[config.mk]
export PLATFORM = sky130hd
export DESIGN_NAME = demux_1_8_reg
export DESIGN_NICKNAME = d
export VERILOG_FILES = /design/src/rtl/demux_pkg.sv /design/src/rtl/demux_slot.sv /design/src/rtl/demux_1_8_reg.sv
export SDC_FILE = /design/constraint.sdc
export NUM_CORES = 1
export LEC_CHECK = 0
export BUFFER_PORTS_ARGS = -buffer_cell sky130_fd_sc_hd__buf_2
export CAP_MARGIN = 40
export CELL_PAD_IN_SITES_DETAIL_PLACEMENT = 1
export CELL_PAD_IN_SITES_GLOBAL_PLACEMENT = 2
export CORE_MARGIN = 2
export CORE_UTILIZATION = 31
export DETAILED_ROUTE_END_ITERATION = 7
export MAX_ROUTING_LAYER = met4
export PLACE_DENSITY_LB_ADDON = 0.1
export SLEW_MARGIN = 20
export SYNTH_ARGS = -nofsm -noshare
export SYNTH_HDL_FRONTEND = slang
export SYNTH_SLANG_ARGS = --single-unit
[constraint.sdc]
create_clock -name clk -period 1.78 [get_ports clk]
set_clock_uncertainty 0.2 [all_clocks]
set_input_delay 0.089 -clock clk [delete_from_list [all_inputs] [get_ports clk]]
set_output_delay 0.089 -clock clk [all_outputs]
set_load 0.02 [all_outputs]
[src/rtl/demux_pkg.sv]
// Shared constants and helpers for the registered 1-to-8 demultiplexer.
// Channel count and select width live here; data width stays a module parameter.
package demux_pkg;

   localparam int NUM_CH = 8;
   localparam int SEL_W  = 3;

   typedef logic [SEL_W-1:0] ch_idx_t;

   // Decode a channel index into a one-hot channel mask.
   function automatic logic [NUM_CH-1:0] sel_onehot(input ch_idx_t sel);
      logic [NUM_CH-1:0] mask;
      mask = {{(NUM_CH-1){1'b0}}, 1'b1};
      return mask << sel;
   endfunction

endpackage

[src/rtl/demux_slot.sv]
// One-entry output register for a single demux channel.
// A load always wins over a drain, so load+drain in one cycle keeps the slot full.
module demux_slot
   import demux_pkg::*;
#(
   parameter int W = 3
) (
   input  logic         clk,
   input  logic         rst_n,
   input  logic         load,
   input  logic [W-1:0] data_in,
   input  logic         ready_out,
   output logic [W-1:0] data,
   output logic         valid
);

   logic [W-1:0] data_q;
   logic [W-1:0] data_d;
   logic         valid_q;
   logic         valid_d;

   // Next-state: load captures a new word, otherwise a transfer empties the slot.
   always_comb begin
      data_d  = data_q;
      valid_d = valid_q;
      if (load) begin
         data_d  = data_in;
         valid_d = 1'b1;
      end else if (valid_q && ready_out) begin
         data_d  = data_q;
         valid_d = 1'b0;
      end else begin
         data_d  = data_q;
         valid_d = valid_q;
      end
   end

   // Slot state register; data is kept after a drain and only reset clears it.
   always_ff @(posedge clk or negedge rst_n) begin
      if (!rst_n) begin
         data_q  <= {W{1'b0}};
         valid_q <= 1'b0;
      end else begin
         data_q  <= data_d;
         valid_q <= valid_d;
      end
   end

   assign data  = data_q;
   assign valid = valid_q;

endmodule

[src/rtl/demux_1_8_reg.sv]
// Registered 1-to-8 demultiplexer with valid/ready on the input and per channel.
// Only the selected channel can stall the producer; other full channels never do.
module demux_1_8_reg
   import demux_pkg::*;
#(
   parameter int W = 3
) (
   input  logic              clk,
   input  logic              rst_n,
   input  logic [SEL_W-1:0]  s,
   input  logic [W-1:0]      d,
   input  logic              in_valid,
   output logic              in_ready,
   output logic [W-1:0]      y0,
   output logic [W-1:0]      y1,
   output logic [W-1:0]      y2,
   output logic [W-1:0]      y3,
   output logic [W-1:0]      y4,
   output logic [W-1:0]      y5,
   output logic [W-1:0]      y6,
   output logic [W-1:0]      y7,
   output logic [NUM_CH-1:0] y_valid,
   input  logic [NUM_CH-1:0] y_ready,
   output logic              busy
);

   logic [NUM_CH-1:0] load_s;
   logic              acc_s;
   logic [W-1:0]      y_arr [NUM_CH];

   assign in_ready = rst_n & (~y_valid[s] | y_ready[s]);
   assign acc_s    = in_valid & in_ready;

   // Route an accepted word to exactly the selected slot.
   always_comb begin
      load_s = {NUM_CH{1'b0}};
      if (acc_s) begin
         load_s = sel_onehot(ch_idx_t'(s));
      end else begin
         load_s = {NUM_CH{1'b0}};
      end
   end

   for (genvar k = 0; k < NUM_CH; k++) begin : g_slot
      demux_slot #(.W(W)) u_slot (
         .clk       (clk),
         .rst_n     (rst_n),
         .load      (load_s[k]),
         .data_in   (d),
         .ready_out (y_ready[k]),
         .data      (y_arr[k]),
         .valid     (y_valid[k])
      );
   end

   assign y0   = y_arr[0];
   assign y1   = y_arr[1];
   assign y2   = y_arr[2];
   assign y3   = y_arr[3];
   assign y4   = y_arr[4];
   assign y5   = y_arr[5];
   assign y6   = y_arr[6];
   assign y7   = y_arr[7];
   assign busy = |y_valid;

endmodule

==> results.md, run 1 <==
* Run status: finished, violations left
* Failing checks: setup timing
* Critical-path cell list: nor2b_4 > mux4_2 > o2bb2ai_2 > buf_6
* Final Max Tran Viols at 0
* GPL Wtd Cong at 0.8225
* RSZ-0062 raised after global routing: true
* Initial antenna violation count at 0
* Post-synthesis sequential area ratio at 56.39%
* Vias per cell at 4.714
* Max Cap Viol at 0
* Post-DP HPWL at 2647 um
* Final WL at 3764 um
* Fin nets at 196
* Hold WC Path Type: in -> reg
* Final setup vio count at 1
* Num rows at 24
* Syn Nets at 118
* Average size of a mapped cell at 14.06 um2
* Final Critical Period at 1843 ps
* CP delay by family, top: multiplexers
* CP max stage cell: mux4_2
* Clock sink count at 32
* Crit share post-route at 103.5%
* Inserted Clock Buffers at 5
* All-Layer GR Usage at 16.71%
* Port bufs at 50
* Syn Inst Count at 101
* CTS Buffer Depth at 2
* LEAKAGE at 1.034 nW
* Crit end category: output pin
* Clock slew at reported path FFs at 60 ps
* Area growth from synthesis to final layout at 45.29%
* WS Path Type: reg -> out
* Layout cells sized above 1 at 61.45%
* FMAX at 542.7 MHz
* Crit path required time at 1490 ps
* Crit path DAT at 1550 ps
* Synthesized cell area at 1420 um2
* Startpoint Class: register
* Pwr dens at 988.2 nW/um2
* Commonest non-fill, non-tap cell in the layout: buf_2
* Synth unique cells at 18
* Detailed-route via count at 1,089
* WL per Instance at 16.29 um
* CP Max Fanout at 2
* Setup TNS at -62.59 ps
* Latest clock arrival within the worst-skew pair at 270 ps
* Ys Warns at 0
* DIE HEIGHT at 71.69 um
* Starting Density at 32.39%
* Total die area at 5139 um2
* TritonCTS clock tree: done
* Pin count of the biggest net entering global routing at 23
* Worst Tran Pin Value at 484.9 ps
* Max incr delay on CP at 470 ps
* Commonest non-fill, non-tap cells in the layout: buf_2 (49), dfrtp_1 (32), mux2_2 (21), buf_4 (14), dlygate4sd3_1 (13)
* Diode count at 0
* Residual DRC count at 0
* Total grt overflow at 0
* Vias in the first global route at 1,246
* First-pass detailed-route iteration total at 4
* Yosys reg bits at 32
* PnR Total Power at 0.002039 W
* Worst Path Buf+Inv at 1
* Clock Tree Root: clkbuf_8
* First-pass GRT wire length at 6272 um
* Setup WS pre-CTS at 98.76 ps
* Worst vdd ir at 476.3 uV
* Core area at 4384 um2
* Hold_ws at 9.180 ps
* Slew HR at 67.67%
* First-iteration detailed-routing DRC count at 45
* Post-route ant nets at 0
* Num ports at 51
* Worst Slack Setup Final at -62.59 ps
* H-tree depth at 2
* Final Hold Vio Count at 0
* Die width at 71.69 um
==> worst min-delay path, cell delays in order <==
cell	delay, ps
buf_2	110
nor2b_4	130
or2_2	120
==> cells by family after synthesis <==
family / share of synthesized area (%)
flip-flops: 56.39
AND/OR/NAND/NOR: 14.71
multiplexers: 23.00
buffers and inverters: 4.229
AO/OA/AOI/OAI: 1.674
==> final cells by class <==
class,instances,area [um2]
sequential,32,800.8
timing repair buffer,79,515.5
tap,52,65.06
multi-input combinational,61,600.6
clock inverter,2,12.51
fill,486,2321
clock buffer,5,68.82
==> stage by stage <==
stage          util [%]  cell area, um2  std cells
4_1_cts           46.46            2037        229
3_5_place_dp      39.58            1735        203
6_report          47.06            2063        231
5_1_grt           47.06            2063        231
3_3_place_gp      39.58            1735        203
2_1_floorplan         -            1420        101
==> report_power, final <==
| group | internal, W | switching, W |
|---|---|---|
| registers | 0.000862 | 0.0000673 |
| logic | 0.000261 | 0.000330 |
| clock network | 0.000264 | 0.000256 |
==> layer usage <==
metal,global-route usage (%),vias up,share of wire [%]
met5,-,-,0
met4,5.660,0,1.4
met3,3.938,6,5.6
met2,28.09,36,50
met1,19.68,536,43
li1,-,511,-
==> state kept, by name, summed over array words and instances (netlist names) <==
| name | flops |
|---|---|
| g_slot.u_slot.data | 24 |
| g_slot.u_slot.valid | 8 |
==> final timing paths <==
check | from | to | slack, ps | cells past startpoint
hold reg to reg | g_slot[7].u_slot.data[1]$_DFFE_PN0P_ | g_slot[7].u_slot.data[1]$_DFFE_PN0P_ | 310 | 1
setup / recovery | g_slot[7].u_slot.valid$_DFFE_PN0P_ | in_ready | -60 | 4
setup reg to reg | g_slot[0].u_slot.valid$_DFFE_PN0P_ | g_slot[0].u_slot.data[1]$_DFFE_PN0P_ | 90 | 3
max in group asynchronous | rst_n | g_slot[2].u_slot.valid$_DFFE_PN0P_ | 610 | 4
min in group asynchronous | rst_n | g_slot[7].u_slot.data[0]$_DFFE_PN0P_ | 280 | 3
hold / removal | y_ready[6] | g_slot[6].u_slot.valid$_DFFE_PN0P_ | 9 | 3
==> what timing repair did <==
action	CTS	global route
hold buffers	14	1
pin swaps	1	1
gates resized for setup	11	3
hold endpoints to repair	61	22
setup buffers	5	1
endpoints found under the setup margin	1	5
==> cell usage after synthesis, drive strengths merged <==
cell type | number | area [um2]
mux4 | 2 | 45.04
or2 | 3 | 18.77
nor4 | 2 | 12.51
buf | 8 | 60.06
or4 | 1 | 11.26
or4b | 1 | 13.76
o2bb2ai | 1 | 8.760
dfrtp | 32 | 800.8
o21ai | 3 | 15.01
nor3b | 3 | 22.52
nor3 | 3 | 15.01
nand3 | 1 | 5.000
mux2 | 24 | 281.5
nand2b | 7 | 43.79
nor2b | 5 | 31.28
nand2 | 4 | 15.01
nand3b | 1 | 20.02
Power figures use the tool's default switching activity.
==> run 2: changes to the inputs <==
--- a/config.mk
+++ b/config.mk
@@ -9,7 +9,7 @@
 export CAP_MARGIN = 40
 export CELL_PAD_IN_SITES_DETAIL_PLACEMENT = 1
 export CELL_PAD_IN_SITES_GLOBAL_PLACEMENT = 2
-export CORE_MARGIN = 2
+export CORE_ASPECT_RATIO = 2
 export CORE_UTILIZATION = 31
 export DETAILED_ROUTE_END_ITERATION = 7
 export MAX_ROUTING_LAYER = met4
==> results.md, run 2 (synthesis results as in run 1) <==
* LEAKAGE at 1.025 nW (-0.94%)
* Crit end category: output pin
* Hold_ws at -6.053 ps (-15.23 ps)
* Crit path required time at 1490 ps (about the same)
* Post-Layout Cell Count at 230 (-0.43%)
* Design area at 2057 um2 (-0.30%)
* DP Cell Count at 205 (+0.99%)
* Final setup vio count at 1 (unchanged)
* Clock Tree Root: clkbuf_8
* Num ports at 51 (unchanged)
* Inserted Clock Buffers at 5 (unchanged)
* Area growth from synthesis to final layout at 44.85%
* Worst vdd ir at 744.1 uV (+56%)
* Run status: finished, violations left
* Worst hold path depth at 2 (-1)
* Hold WC Path Type: in -> reg
* Max Cap Viol at 0 (unchanged)
* TritonCTS clock tree: done
* Startpoint Class: register
* Max reg flops at 24 (unchanged)
* Pin count of the biggest net entering global routing at 17 (-26%)
* Worst Slack Setup Final at -62.26 ps (+0.3251 ps)
* FF-to-FF path depth at 5 (+2)
* Total die area at 4872 um2 (-5.2%)
* Seq. cell area at 800.8 um2 (unchanged)
* First-pass detailed-route iteration total at 3 (-1)
* CP Max Fanout at 3 (+1)
* Final Hold Vio Count at 1 (+1)
* Pwr dens at 1070 nW/um2 (+8.2%)
* Slew HR at 51.29% (-16 points)
* R2r setup slk at 80 ps (about the same)
* Hold wc startpoint: d[0]
* Reg2reg end: g_slot[7].u_slot.data[1]$_DFFE_PN0P_
* Crit share post-route at 103.5% (about the same)
* First-iteration detailed-routing DRC count at 7 (-84%)
* Fin nets at 192 (-2.0%)
* Crit path DAT at 1550 ps (about the same)
* DIE HEIGHT at 97.72 um (+36%)
* Vias in the first global route at 1,220 (-2.1%)
* Placed inst area at 1738 um2 (+0.14%)
* Final WL at 3840 um (+2.0%)
* Final Critical Period at 1842 ps (-0.3251 ps)
* Post-route ant nets at 0 (unchanged)
* Worst Tran Pin Value at 728.2 ps (+243.3 ps)
* Post-DP HPWL at 2792 um (+5.5%)
* Commonest non-fill, non-tap cells in the layout: buf_2 (49), dfrtp_1 (32), mux2_2 (21), buf_4 (13), dlygate4sd3_1 (12)
* Commonest non-fill, non-tap cell in the layout: buf_2
* Worst hold endpoint: g_slot[5].u_slot.data[0]$_DFFE_PN0P_
* R2R Path Start: g_slot[7].u_slot.valid$_DFFE_PN0P_
* All-Layer GR Usage at 17.43% (+0.72 points)
* Vias per cell at 4.761 (+0.99%)
* Initial antenna violation count at 0 (unchanged)
* H-tree depth at 2 (unchanged)
* First-pass GRT wire length at 5934 um (-5.4%)
* Die width at 49.86 um (-30%)
* Starting Density at 32.41% (about the same)
* GPL Wtd Cong at 0.8083 (-1.7%)
* Failing checks: hold timing, setup timing
* Setup WS pre-CTS at 60.27 ps (-38.50 ps)
* Total grt overflow at 0 (unchanged)
* Num rows at 34 (+42%)
* RSZ-0062 raised after global routing: true
* Port bufs at 50 (unchanged)
* CTS Buffer Depth at 2 (unchanged)
* FMAX at 542.8 MHz (about the same)
* WS Path Type: reg -> out
* Residual DRC count at 0 (unchanged)
* Layout cells sized above 1 at 61.93% (+0.48 points)
* Util after Layout at 46.94% (-0.12 points)
* Multi-input logic area at 606.8 um2 (+1.0%)
* Diode count at 0 (unchanged)
* Clock slew at reported path FFs at 70 ps (about the same)
* Core area at 4382 um2 (about the same)
* Final Max Tran Viols at 0 (unchanged)
* WL per Instance at 16.70 um (+2.5%)
* Clock sink count at 32 (unchanged)
* Latest clock arrival within the worst-skew pair at 280 ps (about the same)
* Detailed-route via count at 1,095 (+0.55%)
* Fillers at 507 (+4.3%)
## run 2: cell types whose count changed in the layout (fill, tap and decap cells not counted), sizes merged
cell,before,now
buf,65,63
clkbuf,5,6
dlygate4sd3,13,12
bufinv,0,1
dlymetal6s4s,1,0
clkinvlp,1,0
## run 2: critical path: stages, from the launching register on
cell and delay (ps):
dfrtp_1 390, nor2b_4 150, mux4_2 460, o2bb2ai_2 140
buf_6 130
## run 2: worst max-delay path by stage
stage / start / end / slack, ps / cells past startpoint
after floorplan: g_slot[7].u_slot.valid$_DFFE_PN0P_ / in_ready / 160 / 3
after global placement: g_slot[4].u_slot.valid$_DFFE_PN0P_ / g_slot[4].u_slot.data[0]$_DFFE_PN0P_ / 80 / 3
after detailed placement: g_slot[4].u_slot.valid$_DFFE_PN0P_ / g_slot[4].u_slot.data[0]$_DFFE_PN0P_ / 60 / 3
after CTS: g_slot[7].u_slot.valid$_DFFE_PN0P_ / in_ready / -70 / 4
after global routing: g_slot[7].u_slot.valid$_DFFE_PN0P_ / in_ready / -130 / 4
final: g_slot[4].u_slot.valid$_DFFE_PN0P_ / in_ready / -60 / 4
## run 2: what timing repair did
item	in CTS	in global routing
hold buffers	12	0
gates cloned	0	0
buffers inserted	4	1
endpoints found under the hold margin	49	0
gates resized for setup	12	1
pin swaps	1	0
setup endpoints to repair	1	2
## run 2: cell type report
cell class | instances | share of cell area [%]
Clock inverter | 2 | 1.703
Multi-Input combinational cell | 61 | 29.50
Clock buffer | 6 | 3.528
Tap cell | 54 | 3.285
Sequential cell | 32 | 38.93
Timing Repair Buffer | 75 | 23.05
## run 2: power breakdown
part | switching, W | leakage [nW] | internal, W
Sequential | 0.0000708 | 0.404 | 0.000861
Combinational | 0.000332 | 0.565 | 0.000256
Clock | 0.000265 | 0.0552 | 0.000415
## run 2: layer usage
layer	up-vias	share of wire, %	GRT usage, %
met5	-	0	-
met4	0	1.9	7.253
met3	5	4.2	2.973
met2	39	60	32.64
met1	556	34	16.65
li1	495	-	-
## run 2: stage by stage
step / power [W] / setup TNS (ps) / hold WS [ps]
2_1_floorplan: 0.001278 / 0 / -406.6
3_3_place_gp: 0.001487 / 0 / -66.06
3_5_place_dp: 0.001512 / 0 / -55.85
4_1_cts: 0.002235 / -70.64 / 1.401
5_1_grt: 0.002290 / -179.8 / 21.43
6_report: 0.002200 / -62.26 / -6.053
==> run 3: changes to the inputs <==
--- a/config.mk
+++ b/config.mk
@@ -14,6 +14,7 @@
 export DETAILED_ROUTE_END_ITERATION = 7
 export MAX_ROUTING_LAYER = met4
 export PLACE_DENSITY_LB_ADDON = 0.1
+export SKIP_LAST_GASP = 1
 export SLEW_MARGIN = 20
 export SYNTH_ARGS = -nofsm -noshare
 export SYNTH_HDL_FRONTEND = slang
==> constraint.sdc (replaced) <==
create_clock -name clk -period 2 [get_ports clk]
set_clock_uncertainty 0.2 [all_clocks]
set_input_delay 0.1 -clock clk [delete_from_list [all_inputs] [get_ports clk]]
set_output_delay 0.1 -clock clk [all_outputs]
set_load 0.02 [all_outputs]
==> results.md, run 3 (synthesis results as in run 1) <==
* First-pass GRT wire length at 6051 um (+2.0%)
* FMAX at 513.8 MHz
* Residual DRC count at 0 (unchanged)
* Layout cells sized above 1 at 57.32% (-4.6 points)
* P_int at 0.001268 W (-17%)
* Num rows at 34 (unchanged)
* Commonest non-fill, non-tap cells in the layout: buf_2 (49), dfrtp_1 (32), mux2_2 (21), dlygate4sd3_1 (10), clkbuf_8 (6)
* Startpoint Class: primary input
* Final WL at 3660 um (-4.7%)
* Final Hold Vio Count at 0 (-1)
* Seq. cell area at 800.8 um2 (unchanged)
* Total die area at 4872 um2 (unchanged)
* Worst Tran Pin Value at 554.0 ps (-174.2 ps)
* Sequential group share of total power at 45.0% (+2.6 points)
* Final Critical Period at 1946 ps
* PnR Total Power at 0.001845 W (-16%)
* R2r setup slk at 270 ps (+190 ps)
* Detailed-route via count at 1,037 (-5.3%)
* First-iteration detailed-routing DRC count at 8 (+1)
* TritonCTS clock tree: done
* Commonest non-fill, non-tap cell in the layout: buf_2
* Worst setup path endpoint: in_ready
* Final setup vio count at 0 (-1)
* Setup TNS at 0 ps (+62.26 ps)
* Fin nets at 180 (-6.3%)
* RSZ-0062 raised after global routing: false
* Setup Buffers After CTS at 0 (-4)
* Clock slew at reported path FFs at 70 ps (about the same)
* Run status: finished, final reports clean
* DIE HEIGHT at 97.72 um (unchanged)
* Inserted Clock Buffers at 5 (unchanged)
* Port bufs at 50 (unchanged)
* H-tree depth at 2 (unchanged)
* Logic pwr share at 27.6% (+0.9 points)
* Vias per cell at 4.757 (about the same)
* Sw Ratio at 31.30% (+0.97 points)
* Crit path DAT at 1650 ps (+100 ps)
* Worst hold path depth at 2 (unchanged)
* Latest clock arrival within the worst-skew pair at 280 ps (about the same)
* Diode count at 0 (unchanged)
* Max reg flops at 24 (unchanged)
* R2R Path Start: g_slot[1].u_slot.valid$_DFFE_PN0P_
* Hold_ws at 5.992 ps (+12.04 ps)
* Util after Layout at 43.72% (-3.2 points)
* Core area at 4382 um2 (unchanged)
* Crit. Startpoint: y_ready[1]
* Fillers at 496 (-2.2%)
* GPL Wtd Cong at 0.8028 (-0.68%)
* Final Max Tran Viols at 0 (unchanged)
* Clk pwr share at 27.4% (-3.5 points)
* Max Cap Viol at 0 (unchanged)
* Total grt overflow at 0 (unchanged)
* Clock sink count at 32 (unchanged)
* Starting Density at 32.41% (unchanged)
* Initial antenna violation count at 0 (unchanged)
* CTS Buffer Depth at 2 (unchanged)
* Reg2reg end: g_slot[1].u_slot.data[1]$_DFFE_PN0P_
* Pwr dens at 963.3 nW/um2 (-9.9%)
* P_sw at 0.0005776 W (-13%)
* Clock Tree Root: clkbuf_8
* CP Max Fanout at 3 (unchanged)
* Area growth from synthesis to final layout at 34.89%
* Slew HR at 62.99% (+12 points)
* WS Path Type: in -> out
* Crit path required time at 1700 ps (+210 ps)
* All-Layer GR Usage at 17.36% (-0.064 points)
* CP max stage cell: dlygate4sd3_1
* Die width at 49.86 um (unchanged)
* Worst vdd ir at 497.0 uV (-33%)
* Crit end category: output pin
* LEAKAGE at 0.9764 nW (-4.7%)
* WL per Instance at 16.79 um (+0.56%)
* Max incr delay on CP at 530 ps (+70 ps)
* Num ports at 51 (unchanged)
* FF-to-FF path depth at 3 (-2)
* Post-route ant nets at 0 (unchanged)
* Crit share post-route at 97.32%
* Post-DP HPWL at 2758 um (-1.2%)
* Pin count of the biggest net entering global routing at 19 (+2)
* Hold WC Path Type: in -> reg
* First-pass detailed-route iteration total at 2 (-1)
* Vias in the first global route at 1,213 (-0.57%)
* Multi-input logic area at 581.8 um2 (-4.1%)
* Critical-path cell list: dlygate4sd3_1 > buf_2 > nand2b_1 > mux4_2 > o2bb2ai_1 > buf_4
## run 3: through the flow
step / instance area, um2 / worst slack [ps] / cells
6_report: 1916 / 53.63 / 218
5_1_grt: 1916 / 2.698 / 218
4_1_cts: 1891 / 14.97 / 218
3_5_place_dp: 1700 / 242.4 / 200
3_3_place_gp: 1700 / 273.3 / 200
2_1_floorplan: 1420 / 369.6 / 101
## run 3: power groups by stage
stage / registers, W / logic (W) / clock network, W
after CTS: 0.000833 / 0.000516 / 0.000528
after global placement: 0.000834 / 0.000493 / 0
after global routing: 0.000850 / 0.000546 / 0.000546
final: 0.000830 / 0.000509 / 0.000506
after detailed placement: 0.000842 / 0.000502 / 0
after floorplan: 0.000979 / 0.000158 / 0
## run 3: cell type report
cell class | instances | area share, %
Sequential cell | 32 | 41.80
Multi-Input combinational cell | 61 | 30.37
Clock buffer | 8 | 4.703
Tap cell | 54 | 3.527
Timing Repair Buffer | 63 | 19.60
## run 3: worst max-delay path: cells and delay by family
| family | cells | cell delay, ps |
|---|---|---|
| AO/OA/AOI/OAI | 1 | 130 |
| multiplexers | 1 | 460 |
| buffers and inverters | 3 | 800 |
| AND/OR/NAND/NOR | 1 | 160 |
## run 3: metal layers
layer / vias up / GRT usage, % / wire [um]
met3: 7 / 2.817 / 148
met5: - / - / 0
li1: 472 / - / -
met1: 521 / 17.66 / 1320
met2: 37 / 31.50 / 2122
met4: 0 / 7.253 / 68
## run 3: worst min-delay path by stage
stage,slack (ps),start,end
2_1_floorplan,-400,rst_n,g_slot[0].u_slot.data[0]$_DFFE_PN0P_
3_3_place_gp,-60,rst_n,g_slot[4].u_slot.valid$_DFFE_PN0P_
3_5_place_dp,-50,rst_n,g_slot[3].u_slot.valid$_DFFE_PN0P_
4_1_cts,9,d[1],g_slot[0].u_slot.data[1]$_DFFE_PN0P_
5_1_grt,20,d[2],g_slot[0].u_slot.data[2]$_DFFE_PN0P_
6_report,6,d[2],g_slot[5].u_slot.data[2]$_DFFE_PN0P_
## run 3: repair_timing
| action | CTS | global route |
|---|---|---|
| hold endpoints to repair | 42 | 0 |
| endpoints found under the setup margin | 0 | 1 |
| hold buffers | 10 | 0 |
| resized for setup | 0 | 4 |
